**config.mk**
```make
export PLATFORM = sky130hd
export DESIGN_NAME = game_sequencer
export DESIGN_NICKNAME = d
export VERILOG_FILES = /design/src/rtl/game_sequencer.sv
export SDC_FILE = /design/constraint.sdc
export NUM_CORES = 1
export LEC_CHECK = 0
export CORE_MARGIN = 5
export CORE_UTILIZATION = 52
export CTS_CLUSTER_DIAMETER = 80
export DETAILED_ROUTE_END_ITERATION = 10
export PLACE_DENSITY = 0.8
export SYNTH_ARGS = -nofsm -noshare
export SYNTH_HDL_FRONTEND = slang
export SYNTH_SLANG_ARGS = --single-unit
```
**constraint.sdc**
```tcl
create_clock -name Clk -period 2.72 [get_ports Clk]
set_input_delay 0.272 -clock Clk [delete_from_list [all_inputs] [get_ports Clk]]
set_output_delay 0.272 -clock Clk [all_outputs]
set_load 0.1 [all_outputs]
```
**src/rtl/game_sequencer.sv**
```systemverilog
// Flappy Bird game-flow controller: frame tick from vsync, edge-detected flap requests,
// game state machine and BCD score / high-score tracking.
module game_sequencer #(
    parameter logic [7:0] FLAP_KEY     = 8'h2C,
    parameter logic [7:0] READY_FRAMES = 8'd90,
    parameter logic [7:0] DEATH_FRAMES = 8'd60
) (
    input  logic       Clk,
    input  logic       Reset_n,
    input  logic       vs,
    input  logic [7:0] keycode,
    input  logic       collision,
    input  logic       pipe_pass,
    output logic [2:0] state,
    output logic       frame_tick,
    output logic       flap,
    output logic       run,
    output logic       bird_en,
    output logic       game_end,
    output logic [7:0] score,
    output logic [7:0] high_score,
    output logic       new_high
);
    // state | meaning
    // IDLE  | attract screen, waiting for the first press
    // READY | get-ready countdown, bird live, pipes frozen
    // PLAY  | pipes scroll, flaps and scoring live
    // DYING | death animation, collision/pipe_pass ignored
    // OVER  | final score shown, a press starts a new game
    typedef enum logic [2:0] {
        S_IDLE  = 3'd0,
        S_READY = 3'd1,
        S_PLAY  = 3'd2,
        S_DYING = 3'd3,
        S_OVER  = 3'd4
    } state_t;

    state_t     state_q, state_d;
    logic       vs_d, key_d;
    logic       pending_q, pending_d;
    logic [7:0] cnt_q, cnt_d;
    logic [7:0] score_q, score_d;
    logic [7:0] high_q, high_d;
    logic       new_high_q, new_high_d;
    logic       key_hit, press;

    assign key_hit = (keycode == FLAP_KEY);
    assign press   = key_hit & ~key_d;

    function automatic logic [7:0] bcd_inc(input logic [7:0] v);
        logic [7:0] r;
        if (v == 8'h99)
            r = v;
        else if (v[3:0] == 4'd9)
            r = {v[7:4] + 4'd1, 4'd0};
        else
            r = {v[7:4], v[3:0] + 4'd1};
        return r;
    endfunction

    always_ff @(posedge Clk or negedge Reset_n) begin
        if (!Reset_n) begin
            state_q    <= S_IDLE;
            vs_d       <= 1'b0;
            frame_tick <= 1'b0;
            key_d      <= 1'b0;
            pending_q  <= 1'b0;
            cnt_q      <= 8'd0;
            score_q    <= 8'h00;
            high_q     <= 8'h00;
            new_high_q <= 1'b0;
        end else begin
            state_q    <= state_d;
            vs_d       <= vs;
            frame_tick <= vs & ~vs_d;
            key_d      <= key_hit;
            pending_q  <= pending_d;
            cnt_q      <= cnt_d;
            score_q    <= score_d;
            high_q     <= high_d;
            new_high_q <= new_high_d;
        end
    end

    // Frame counts are down-counters loaded with N-1 on entry; terminal count is zero.
    always_comb begin
        state_d    = state_q;
        pending_d  = pending_q;
        cnt_d      = cnt_q;
        score_d    = score_q;
        high_d     = high_q;
        new_high_d = new_high_q;
        flap       = 1'b0;
        case (state_q)
            S_IDLE: begin
                if (press) begin
                    state_d = S_READY;
                    score_d = 8'h00;
                    cnt_d   = READY_FRAMES - 8'd1;
                end
            end
            S_READY: begin
                if (frame_tick) begin
                    if (cnt_q == 8'd0) begin
                        state_d = S_PLAY;
                        cnt_d   = 8'd0;
                    end else begin
                        cnt_d = cnt_q - 8'd1;
                    end
                end
            end
            S_PLAY: begin
                // A press landing on the tick itself is served immediately.
                flap = frame_tick & (pending_q | press);
                if (frame_tick)
                    pending_d = 1'b0;
                else if (press)
                    pending_d = 1'b1;
                if (collision) begin
                    state_d = S_DYING;
                    cnt_d   = DEATH_FRAMES - 8'd1;
                end else if (pipe_pass) begin
                    score_d = bcd_inc(score_q);
                end
            end
            S_DYING: begin
                if (frame_tick) begin
                    if (cnt_q == 8'd0) begin
                        state_d = S_OVER;
                        if (score_q > high_q) begin
                            high_d     = score_q;
                            new_high_d = 1'b1;
                        end
                    end else begin
                        cnt_d = cnt_q - 8'd1;
                    end
                end
            end
            S_OVER: begin
                if (press) begin
                    state_d    = S_READY;
                    score_d    = 8'h00;
                    new_high_d = 1'b0;
                    cnt_d      = READY_FRAMES - 8'd1;
                end
            end
            default: begin
                state_d = S_IDLE;
            end
        endcase
        if (state_d != state_q)
            pending_d = 1'b0;
    end

    assign state      = state_q;
    assign run        = (state_q == S_PLAY);
    assign bird_en    = (state_q == S_READY) | (state_q == S_PLAY) | (state_q == S_DYING);
    assign game_end   = (state_q == S_DYING) | (state_q == S_OVER);
    assign score      = score_q;
    assign high_score = high_q;
    assign new_high   = new_high_q;
endmodule

```
==> impl_metrics.env <==
export IMPL_drive_gt1_share_pct=19.8
export IMPL_port_buffers=37
export IMPL_place_hpwl_um=3170
export IMPL_fin_crit_ns=2.52
export IMPL_finalClockSkew_ns=0.00728
export IMPL_postSynth_asyncResetShare_pct=100
export IMPL_hold_viol=0
export IMPL_regArea_sq_um=805
export IMPL_clkSinkCount=32
export IMPL_cts_root_buf="clkbuf_8"
export IMPL_fill_cells=329
export IMPL_slowest_stage="or4_1"
export IMPL_synth_seq_cells=32
export IMPL_via_per_inst=5.69
export IMPL_cts_inserted_buffers=5
export IMPL_path_clk_slew_ns=0.07
export IMPL_place_congestion=0.939
export IMPL_post_route_period_util_pct=92.6
export IMPL_grt_pass1_wl_um=7420
export IMPL_core_area_sq_um=3690
export IMPL_grt_pass1_vias=1649
export IMPL_synth_area_sq_um=2000
export IMPL_crit_arrival_ns=2.70
export IMPL_status="finished clean"
export IMPL_crit_fanout=9
export IMPL_powerDensity_nw_per_um2=549
export IMPL_placed_area_sq_um=2400
export IMPL_final_nets=283
export IMPL_boundaryPins=38
export IMPL_post_place_ws_ns=0.203
export IMPL_tightest_slew_ns=0.920
export IMPL_die_h_um=72.0
export IMPL_ctsResizeCount=0
export IMPL_die_area_sq_um=5180
export IMPL_routed_wl_um=4450
export IMPL_crit_reg2reg_launch="cnt_q[4]"
export IMPL_firstDrtPassIters=4
export IMPL_area_growth_pct=25.7
export IMPL_synth_top_area_share_pct=40.1
export IMPL_clock_latency_ns=0.29
export IMPL_startpoint_type="flop"
export IMPL_synth_area_per_cell_sq_um=9.24
export IMPL_setup_viol=0
export IMPL_num_rows=22
export IMPL_n_antenna_cell=0
export IMPL_rsz0062_at_grt="no"
export IMPL_drc=0
export IMPL_hold_class="primary input to asynchronous set/reset pin"
export IMPL_relSlewSlack_pct=38.6
export IMPL_cts_tree="built"
export IMPL_critPathKind="flop to flop"
export IMPL_finalCoreUtilization_pct=68.0
export IMPL_p_leak_nw=1.18
export IMPL_synthesis_nets=242
export IMPL_critPathMaxStageDelay_ns=0.68
export IMPL_final_area_sq_um=2510
export IMPL_slew_violations=0
export IMPL_wire_per_inst_um=14.6
export IMPL_vias=1741
export IMPL_drtIter0Drc=80
export IMPL_peakVddDrop_mv=0.327
export IMPL_fmax_mhz=397
export IMPL_post_cts_setup_buffer_count=0
export IMPL_synth_edff_count=0
export IMPL_multi_input_area_sq_um=1110
export IMPL_path_cells="or4_1 > nor3_4 > nand4_1 > a311o_1 > mux2_4"
export IMPL_clock_path_buffers=2
export IMPL_cap_violations=0
export IMPL_yosysSeqAreaShare_pct=40.1
export IMPL_startpoint="cnt_q[4]"
export IMPL_synth_ff_type="dfrtp_1"
export IMPL_gr_usage_all_layers_pct=18.0
export IMPL_grt_max_degree=33
export IMPL_die_x_um=72.0
export IMPL_yosys_top_cells_area="dfrtp_1, ha_1, mux2_4"
export IMPL_overflow=0
export IMPL_end_kind="flop"
export IMPL_antenna_left=0
export IMPL_antenna_found_initial=0
export IMPL_yosys_warnings=0
export IMPL_htreeDepth=2
export IMPL_start_util_pct=54.1
export IMPL_fin_ws_ns=0.201
export IMPL_required_ns=2.90
export IMPL_ctsHoldBuffers=0
export IMPL_postSynthCellCount=216
export IMPL_synth_cell_types=43
export IMPL_synth_area_leader_cell="dfrtp_1"
[cells in the mapped netlist, types with 2 or more instances]
master,instances
or2_2,2
or4_1,3
a31oi_1,5
nor2_1,14
a21oi_1,10
nand3_1,7
nand4_1,3
o22ai_1,2
a2bb2oi_1,2
ha_1,13
inv_1,17
mux2_4,6
o2bb2ai_1,5
nor2b_1,4
a22oi_1,2
or3_1,2
o211ai_1,4
a21o_1,5
clkbuf_1,5
nand3b_1,4
nor3_1,4
nand2_1,24
o21ai_0,14
nand2b_1,5
nor3b_1,2
mux2i_1,4
dfrtp_1,32
[state kept, by name, indices dropped and copies added, names as in the netlist]
name	flops
cnt_q	8
frame_tick	1
high_score	8
key_d	1
new_high	1
pending_q	1
score	8
state	3
vs_d	1
[critical path: cells and delay by family (launching register included)]
kind / cells / cell delay, ns
flops: 1 / 0.42
compound gates: 1 / 0.54
simple gates: 3 / 1.06
mux: 1 / 0.38
[per-layer routing]
layer | vias up | track usage, % | routed length [um]
li1 | 860 | - | -
met1 | 824 | 25.0 | 2100
met3 | 4 | 5.26 | 256
met2 | 53 | 27.2 | 2050
met4 | 0 | 5.22 | 43
met5 | - | 0 | 0
[through the flow]
| stage | TNS (ns) | instances | power, mW | hold slack [ns] |
|---|---|---|---|---|
| floorplan | -0.104 | 216 | 0.825 | -0.0236 |
| global placement | 0 | 298 | 0.918 | 0.389 |
| detailed placement | 0 | 298 | 0.925 | 0.400 |
| CTS | 0 | 306 | 1.38 | 0.397 |
| global route | 0 | 306 | 1.45 | 0.421 |
| finish | 0 | 306 | 1.38 | 0.379 |
[path summary, 6_finish.rpt]
path                                 end  slack [ns]  depth (start not counted)
min in group Clk              frame_tick        0.40                          1
hold / removal                  new_high        0.38                          2
setup / recovery           high_score[2]        0.20                          5
max in group asynchronous       state[1]        2.02                          2
hold reg to reg               frame_tick        0.40                          1
setup reg to reg           high_score[2]        0.20                          5
[kinds of logic after synthesis]
logic type,count (synthesis),share of synthesized area (%)
xor+xnor,1,0.439
simple gates,80,21.3
fa+ha+maj,13,8.15
buf+inv,24,4.95
flops,32,40.1
mux,10,6.52
compound gates,56,18.6
[power by group]
group,leakage [nW],switching [mW],internal (mW)
registers,0.399,0.0558,0.512
clock network,0.0552,0.187,0.272
logic,0.724,0.233,0.117
total,1.18,0.476,0.901
[cell usage in the layout (no fill, tap or decap), types with 3 or more instances in the layout]
cell type        Yosys  layout
o211ai_1             4       4
clkbuf_8             0       5
a21o_1               5       5
nor2_1              14      13
nor2b_1              4       4
nor3_1               4       4
mux2i_1              4       4
clkdlybuf4s50_1      0      12
nand2b_1             5       5
nand2_1             24      24
a31oi_1              5       5
inv_1               17      17
o21ai_0             14      14
buf_4                0      27
dfrtp_2              0       3
a21oi_1             10      10
dfrtp_1             32      29
o2bb2ai_1            5       5
nand3b_1             4       4
nand4_1              3       3
ha_1                13      13
mux2_4               6       6
nand3_1              7       7
or4_1                3       3
[cell type report]
cell class / count / area share, %
inverter: 17 / 2.54
clock inverter: 2 / 1.40
timing repair buffer: 41 / 14.5
multi-input combinational: 160 / 44.2
sequential: 32 / 32.1
clock buffer: 6 / 2.89
tap: 48 / 2.39
(Power assumes the default switching activity.)
